## config.mk

```make
export PLATFORM = sky130hd
export DESIGN_NAME = csa_sub64_pipe_flat
export DESIGN_NICKNAME = d
export VERILOG_FILES = /design/src/rtl/csa_sub64_pipe_if.sv /design/src/rtl/csa_sub64_pipe.sv /design/src/flat_wrapper.sv
export SDC_FILE = /design/constraint.sdc
export NUM_CORES = 1
export LEC_CHECK = 0
export CAP_MARGIN = 15
export CELL_PAD_IN_SITES_DETAIL_PLACEMENT = 0
export CELL_PAD_IN_SITES_GLOBAL_PLACEMENT = 1
export CORE_MARGIN = 10
export CORE_UTILIZATION = 40
export DETAILED_ROUTE_END_ITERATION = 8
export GPL_TIMING_DRIVEN = 1
export HOLD_SLACK_MARGIN = 0.12
export PLACE_DENSITY_LB_ADDON = 0.1
export SLEW_MARGIN = 25
export SYNTH_ARGS = -nofsm -noshare
export SYNTH_HDL_FRONTEND = slang
export SYNTH_SLANG_ARGS = --single-unit
```

## constraint.sdc

```tcl
create_clock -name clock -period 2.6 [get_ports clock]
set_input_delay 0.39 -clock clock [delete_from_list [all_inputs] [get_ports clock]]
set_output_delay 0.39 -clock clock [all_outputs]
set_load 0.005 [all_outputs]
```

## src/rtl/csa_sub64_pipe_if.sv

```systemverilog
// csa_sub64_pipe_if: operand/result bundle for the two-stage 64-bit subtractor.
// Latency: none, signal grouping only.
// Backpressure: carries the in_valid/in_ready and out_valid/out_ready handshakes.
// Ports (slave = subtractor side):
//   in_valid, op1[63:0], op2[63:0], out_ready        -> into the subtractor
//   in_ready, out_valid, diff[63:0], borrow, [ovf]   <- out of the subtractor
// Macro SUB_OVF_FLAG_EN adds the registered signed-overflow flag ovf.
`timescale 1ns/1ps
interface csa_sub64_pipe_if;
  logic        in_valid;
  logic        in_ready;
  logic [63:0] op1;
  logic [63:0] op2;
  logic        out_valid;
  logic        out_ready;
  logic [63:0] diff;
  logic        borrow;
`ifdef SUB_OVF_FLAG_EN
  logic        ovf;

  modport slave  (input  in_valid, op1, op2, out_ready,
                  output in_ready, out_valid, diff, borrow, ovf);
  modport master (output in_valid, op1, op2, out_ready,
                  input  in_ready, out_valid, diff, borrow, ovf);
`else
  modport slave  (input  in_valid, op1, op2, out_ready,
                  output in_ready, out_valid, diff, borrow);
  modport master (output in_valid, op1, op2, out_ready,
                  input  in_ready, out_valid, diff, borrow);
`endif
endinterface

```

## src/rtl/csa_sub64_pipe.sv

```systemverilog
// csa_sub64_pipe: 64-bit subtractor (op1 - op2) split as a 32/32 carry-select adder.
// Latency: 2 register stages; accept edge loads stage 1, next edge presents the result.
// Backpressure: valid/ready per stage; holds 2 results, in_ready = !v1 || !v2 || out_ready.
// Ports: clock, reset (async, active-low), bus (csa_sub64_pipe_if.slave).
// Macro SUB_OVF_FLAG_EN: adds the pipelined signed-overflow flag bus.ovf.
`timescale 1ns/1ps
module csa_sub64_pipe (
  input  logic                  clock,
  input  logic                  reset,
  csa_sub64_pipe_if.slave       bus
);

  // Stage 1 state
  logic        v1;
  logic [31:0] s1_lo;
  logic        s1_c32;
  logic [32:0] s1_hi0;  // upper sum plus carry-out, carry-in 0
  logic [32:0] s1_hi1;  // upper sum plus carry-out, carry-in 1
`ifdef SUB_OVF_FLAG_EN
  logic        s1_a63;
  logic        s1_b63;
`endif

  // Stage 2 state
  logic        v2;
  logic [63:0] s2_diff;
  logic        s2_borrow;
`ifdef SUB_OVF_FLAG_EN
  logic        s2_ovf;
`endif

  logic        adv2;
  logic        acc1;

  // Stage 1 combinational: two's-complement subtract as op1 + ~op2 + 1.
  // The +1 enters the low half; the upper half is precomputed for both carry-ins.
  logic [32:0] lo_sum;
  logic [32:0] hi_sum0;
  logic [32:0] hi_sum1;

  // Stage 2 combinational: carry-select on the registered c32.
  logic [32:0] hi_sel;

  always_comb begin
    lo_sum  = {1'b0, bus.op1[31:0]}  + {1'b0, ~bus.op2[31:0]}  + 33'd1;
    hi_sum0 = {1'b0, bus.op1[63:32]} + {1'b0, ~bus.op2[63:32]};
    hi_sum1 = {1'b0, bus.op1[63:32]} + {1'b0, ~bus.op2[63:32]} + 33'd1;
    hi_sel  = s1_c32 ? s1_hi1 : s1_hi0;
  end

  // Stage 2 may move whenever it is empty or its result is being consumed;
  // stage 1 may load whenever it is empty or is about to hand off to stage 2.
  assign adv2 = !v2 || bus.out_ready;
  assign acc1 = !v1 || adv2;

  always_ff @(posedge clock or negedge reset) begin
    if (!reset) begin
      v1     <= 1'b0;
      s1_lo  <= '0;
      s1_c32 <= 1'b0;
      s1_hi0 <= '0;
      s1_hi1 <= '0;
`ifdef SUB_OVF_FLAG_EN
      s1_a63 <= 1'b0;
      s1_b63 <= 1'b0;
`endif
    end else if (acc1) begin
      v1     <= bus.in_valid;
      s1_lo  <= lo_sum[31:0];
      s1_c32 <= lo_sum[32];
      s1_hi0 <= hi_sum0;
      s1_hi1 <= hi_sum1;
`ifdef SUB_OVF_FLAG_EN
      s1_a63 <= bus.op1[63];
      s1_b63 <= bus.op2[63];
`endif
    end
  end

  always_ff @(posedge clock or negedge reset) begin
    if (!reset) begin
      v2        <= 1'b0;
      s2_diff   <= '0;
      s2_borrow <= 1'b0;
`ifdef SUB_OVF_FLAG_EN
      s2_ovf    <= 1'b0;
`endif
    end else if (adv2) begin
      v2        <= v1;
      s2_diff   <= {hi_sel[31:0], s1_lo};
      // No carry out of bit 63 means op1 < op2 unsigned.
      s2_borrow <= ~hi_sel[32];
`ifdef SUB_OVF_FLAG_EN
      // Operands of opposite sign and a result whose sign differs from op1.
      s2_ovf    <= (s1_a63 != s1_b63) && (hi_sel[31] != s1_a63);
`endif
    end
  end

  assign bus.in_ready  = acc1;
  assign bus.out_valid = v2;
  assign bus.diff      = s2_diff;
  assign bus.borrow    = s2_borrow;
`ifdef SUB_OVF_FLAG_EN
  assign bus.ovf       = s2_ovf;
`endif

endmodule

```

## src/flat_wrapper.sv

```systemverilog
// flat-port wrapper written by rule: the top's interface ports become plain ports
module csa_sub64_pipe_flat 
  (clock, reset, bus_in_valid, bus_op1, bus_op2, bus_out_ready, bus_in_ready, bus_out_valid, bus_diff, bus_borrow);
  csa_sub64_pipe_if bus_i ();
  input  logic clock;
  input  logic reset;
  input wire logic [$bits(bus_i.in_valid)-1:0] bus_in_valid;
  input wire logic [$bits(bus_i.op1)-1:0] bus_op1;
  input wire logic [$bits(bus_i.op2)-1:0] bus_op2;
  input wire logic [$bits(bus_i.out_ready)-1:0] bus_out_ready;
  output wire logic [$bits(bus_i.in_ready)-1:0] bus_in_ready;
  output wire logic [$bits(bus_i.out_valid)-1:0] bus_out_valid;
  output wire logic [$bits(bus_i.diff)-1:0] bus_diff;
  output wire logic [$bits(bus_i.borrow)-1:0] bus_borrow;
  assign bus_i.in_valid = bus_in_valid;
  assign bus_i.op1 = bus_op1;
  assign bus_i.op2 = bus_op2;
  assign bus_i.out_ready = bus_out_ready;
  assign bus_in_ready = bus_i.in_ready;
  assign bus_out_valid = bus_i.out_valid;
  assign bus_diff = bus_i.diff;
  assign bus_borrow = bus_i.borrow;
  csa_sub64_pipe u_core (.clock(clock), .reset(reset), .bus(bus_i));
endmodule
```

# After elaboration in Yosys (flattened, before gate mapping)
# Cells that the tools add are included.
[totals] wordCells=20 out_inout_bits=67 register_bits=166 input_bits=132
[op_classes] muxes=1 add_sub_neg=4 n_reduce_logical=4 n_bitwise=3
[op_table] cell="adder 32 x 32 -> 33 bit" n=2
[op_table] cell="adder 33 x 1 -> 33 bit (second input constant)" n=2
[op_table] cell="NOT 32 bit" n=2
[op_table] cell="2-to-1 mux 33 bit" n=1
[op_table] cell="zero test 1 bit" n=2
[op_table] cell="logical OR 1 bit" n=2
[op_table] cell="NOT 1 bit" n=1

# Logic depth before layout (Yosys ltp)
[depth] depth_word=3 depth_mapped=16 ltp_nobuf=14

# Least setup slack after synthesis
# No wires, ideal clock.
[synth_path] path_type="input-to-reg" from="in bus_op2[32]" to="reg u_core.s1_hi1[23]" path_stages=15 setup_time_ps=129 t_arrival_ps=3556 required_time_ps=2471 path_slack_ps=-1085 path_buffers=1 path_cell_list="inv_1 ha_1 inv_1 fa_1 and2b_4 o2111ai_2 a2111oi_1 or3b_1 a21oi_1 or4_4 buf_6 or4_4 nor4_4 xor2_1 o21ai_1"
[synth_between] elab_chain_len=3
[synth_lines] item="start: declaration" line_no="flat_wrapper.sv:9" source="input wire logic [$bits(bus_i.op2)-1:0] bus_op2;"
[synth_lines] item="NOT 32 bit" line_no="csa_sub64_pipe.sv:47" source="hi_sum1 = {1'b0, bus.op1[63:32]} + {1'b0, ~bus.op2[63:32]} + 33'd1;"
[synth_lines] item="adder 32 x 32 -> 33 bit" line_no="csa_sub64_pipe.sv:47"
[synth_lines] item="adder 33 x 1 -> 33 bit" line_no="csa_sub64_pipe.sv:47"
[synth_lines] item="end signal: assignment" line_no="csa_sub64_pipe.sv:72" source="s1_hi1 <= hi_sum1;"
[synth_lines] item="end: declaration" line_no="csa_sub64_pipe.sv:18" source="logic [32:0] s1_hi1;"
# No other way between the ends.
# A chain may end at the register's enable or synchronous reset.

# Worst setup path in the final report
[layout_path] from="in bus_op2[32]" to="reg u_core.s1_hi1[32]"
# Same word-level chain as after synthesis.

==> impl_summary.log <==
INFO  metric worst_slew_pin_slew = 0.6543 ns
INFO  metric postSynthRegisterBits = 166
INFO  metric cap_violations = 0
INFO  metric cp_slowest_cell = or4_4
INFO  metric dr_wl_met3 = 1.233 mm
INFO  metric report.final.hold_viol_count = 0
INFO  metric antenna_found_initial = 0
INFO  metric track_usage = 0.1792
INFO  metric synth.distinct_cells = 76
INFO  metric avgViaCountPerCell = ~5.0
INFO  metric drive_gt1_frac = 0.3263
INFO  metric worst_setup_path_start_kind = input pin
INFO  metric core_area = ~26000 µm²
INFO  metric reg2reg_to = u_core.s1_lo[31]
INFO  metric critPathKind = in -> reg
INFO  metric critPathMostFrequentCell = buf_6
INFO  metric place_congestion = around 0.86
INFO  metric dr_total_vias = 9860
INFO  metric initialDrtViolationCount = 465
INFO  metric yosys_most_used_dff = dfrtp_1
INFO  metric yosysSeqAreaShare = 0.3894
INFO  metric clock_sink_count = around 170
INFO  metric ys_warn_count = 0
INFO  metric post_route_fraction_of_the_period_consumed_by_the_critical_path = 1.318
INFO  metric power.static_leakage = 7.717 nW
INFO  metric hp-class = in -> reg
INFO  metric core.rowCount = 59
INFO  metric first_global_vias = 9976
INFO  metric cts_tree = built
INFO  metric critical-path-max-stage-delay = roughly 0.60 ns
INFO  metric finish.net_count = 1838
INFO  metric nFillCells = 2278
INFO  metric power.density = 596.1 nW/µm²
INFO  metric ir_worst_vdd = approximately 340 µV
INFO  metric postRouteAntennaNets = 0
INFO  metric setup_viol = 26
INFO  metric syn_area_per_cell = 8.897 µm²
INFO  metric status = complete, but fails checks
INFO  metric clock-root-buffer = clkbuf_16
INFO  metric critical_path.reg2reg.startpoint = u_core.bus.out_valid
INFO  metric h-tree-depth = 4
INFO  metric wl_met1 = 14.17 mm
INFO  metric highest_layer = met4
INFO  metric syn_inst = 1199
INFO  metric grt_setup_unrepaired = yes
INFO  metric detailroute.wirelength.met2 = 14.75 mm
INFO  metric final_util = 0.6419
INFO  metric r2r_depth = 6
INFO  metric area.growth.synth_to_final = 57.24%
INFO  metric starting_utilization_of_the_core_area = 0.4082
INFO  metric synth-edff-count = 0
INFO  metric dpl_worst_slack = -1.729 ns
INFO  metric cp.arrival = around 3.7 ns
INFO  metric cts-root-to-sink-buffers = 2
INFO  metric design.portCount = 199
INFO  metric detailedRoute.firstPassIterationCount = 6
INFO  metric final-max-slew-violation-count = 0
INFO  metric crit_path_end = u_core.s1_hi1[32]
INFO  metric final.min_clock_period = 3.426 ns
INFO  metric failing_checks = setup timing
INFO  metric worst_path_dominant_cell_family = simple AND/OR/NAND/NOR gates
INFO  metric die_h = roughly 180 µm
INFO  metric layout_commonest_cell = buf_4
INFO  metric place.detailed.hpwl = between 20 and 25 mm
INFO  metric setup_slack = -0.8259 ns
INFO  metric final_cell_mix = buf_4, nand2_1, dfrtp_1, clkdlybuf4s50_1, o21ai_0
INFO  metric worstSkewPairLatency = between 0.4 and 0.5 ns
INFO  metric crit_start = bus_op2[32]
INFO  metric hold_ws = between 0.2 and 0.25 ns
INFO  metric maxClockFrequency = about 300 MHz
INFO  metric path_cells = buf_8 > inv_12 > ha_4 > inv_2 > fa_2 > and2b_4 > o2111ai_4 > buf_6 > a211oi_4 > or3_4 > nand4b_1 > or4_4 > buf_6 > nor4_4 > and4_4 > and4_1 > o31ai_2
INFO  metric reg2reg_slack = ~0.89 ns
INFO  metric overflow = 0
INFO  metric cp_num_cells = 17
INFO  metric maximum_number_of_pins_on_one_net_before_global_route_repair = 114
INFO  metric worstSetupEndpointType = flop
INFO  metric drt_drc_violations_left = 0
INFO  metric fin_setup_tns = -13.75 ns
INFO  metric diodes = 0
INFO  metric max_slew_margin = 0.5604
INFO  metric dieArea = approximately 34000 µm²
INFO  metric buffers_on_ports = 198
INFO  metric drt_wl_total = 30.49 mm
INFO  metric cts-buffers-inserted = 17
INFO  metric die_w = 183.3 µm
INFO  metric fin_worst_skew = 0.009767 ns
INFO  metric syn_area = 10670 µm²
INFO  metric detail_route.wl_per_cell = 15.35 µm
INFO  metric synth_async_sr_flop_share = 1.000
INFO  metric buf_inv_stages_crit_path = 5
INFO  metric cts.clk_slew.worst_paths = 0.07 ns
INFO  metric data_required_time_of_the_worst_path = 2.89 ns
INFO  metric top_fanout_value_on_the_critical_path = 4
INFO  metric synth_fp_nets = 1398
INFO  metric global_route_wire_length_before_repair = 49.74 mm
==> cell type report <==
cell class | instances | area [µm²] | area share
clock buffers | 19 | 442.9 | 0.02641
clock inverters | 13 | 140.1 | 0.008354
inverters | 85 | 351.6 | 0.02096
multi-input cells | 902 | 7114 | 0.4241
flip-flops and latches | 166 | 4155 | 0.2477
well taps | 335 | 419.2 | 0.02499
repair buffers | 467 | 4150 | 0.2474
==> worst min-delay path: stages <==
cell,delay [ns]
buf_6,0.08
ha_4,0.11
a21oi_1,0.05
==> layer usage <==
layer,vias to the layer above,GRT usage
met5,-,0
met4,0,0.03705
met3,22,0.03814
met2,152,0.3013
met1,4635,0.2323
li1,5051,-
==> worst min path at each step <==
| stage | start | end | slack, ns | cells past startpoint |
|---|---|---|---|---|
| floorplan | reset | u_core.bus.borrow | 0.09 | 0 |
| global placement | reset | u_core.bus.diff[34] | 0.40 | 1 |
| detailed placement | reset | u_core.bus.diff[34] | 0.40 | 1 |
| CTS | bus_op2[0] | u_core.s1_lo[0] | 0.23 | 3 |
| global route | bus_op2[0] | u_core.s1_lo[0] | 0.25 | 3 |
| finish | bus_op2[0] | u_core.s1_lo[0] | 0.25 | 3 |
==> cells in the mapped netlist, types with 3 or more instances <==
library cell,count,area share
nor4b_1,3,0.0025
a211oi_1,8,0.0056
nor2_1,73,0.026
o21a_1,12,0.0084
nand3b_1,3,0.0021
and2_1,11,0.0065
and3_1,11,0.0065
o31ai_1,9,0.0063
dfrtp_1,166,0.39
a31o_2,6,0.0049
nor3b_1,5,0.0035
and4_1,6,0.0049
nand4_1,8,0.0047
mux2_2,34,0.036
o211ai_1,5,0.0035
or2_2,7,0.0041
nand2b_1,12,0.0070
or3_1,4,0.0023
o21bai_1,10,0.0070
a21o_1,30,0.021
buf_6,5,0.0053
o21ai_0,113,0.053
a21oi_1,66,0.031
ha_1,65,0.076
nand2_1,186,0.065
mux2i_1,38,0.036
o2111ai_1,3,0.0025
xor2_1,22,0.018
clkbuf_1,32,0.011
xnor2_1,46,0.038
nor3_1,20,0.0094
nor2b_1,7,0.0041
nand3_1,11,0.0052
buf_1,8,0.0028
inv_1,85,0.030
a31oi_1,12,0.0070
nor4_1,8,0.0047
==> registers in the layout, indices dropped and copies added, names as in the netlist <==
signal                count
u_core.v1                 1
u_core.bus.borrow         1
u_core.s1_hi0            33
u_core.bus.diff          64
u_core.bus.out_valid      1
u_core.s1_hi1            33
u_core.s1_lo             32
u_core.s1_c32             1
==> report_power, final <==
group / internal [mW] / switching [mW] / total, mW
registers: 3.23 / 0.368 / 3.59
clock network: 1.38 / 1.13 / 2.51
logic: 2.19 / 1.71 / 3.90
total: 6.79 / 3.21 / 10.0
==> through the flow <==
stage          power [mW]  instance area [µm²]  cells
6_report            9.999                16770   1987
5_1_grt             10.64                16770   1987
4_1_cts             9.962                16300   1972
3_5_place_dp        7.176                14810   1909
3_3_place_gp        7.110                14810   1909
2_1_floorplan       5.276                10880   1199
==> kinds of logic (layout without fill, tap and decap cells) <==
kind of cell / Yosys count / after routing / share of synthesized area
buffers and inverters: 131 / 584 / 0.04973
DFF: 166 / 166 / 0.3894
adders and majority gates: 67 / 67 / 0.07999
AOI/OAI and AO/OA: 304 / 304 / 0.1797
xor gates and xnor gates: 68 / 68 / 0.05583
and+or+nand+nor: 391 / 391 / 0.1738
muxes: 72 / 72 / 0.07155
==> timing repair <==
action | in CTS | in global routing
hold endpoints to repair | 52 | 0
resized for setup | 199 | 104
endpoints found under the setup margin | 66 | 55
pin swaps | 83 | 73
buffers inserted | 32 | 18
hold buffers | 1 | 0
No activity file was read; power rests on OpenSTA's default activity.
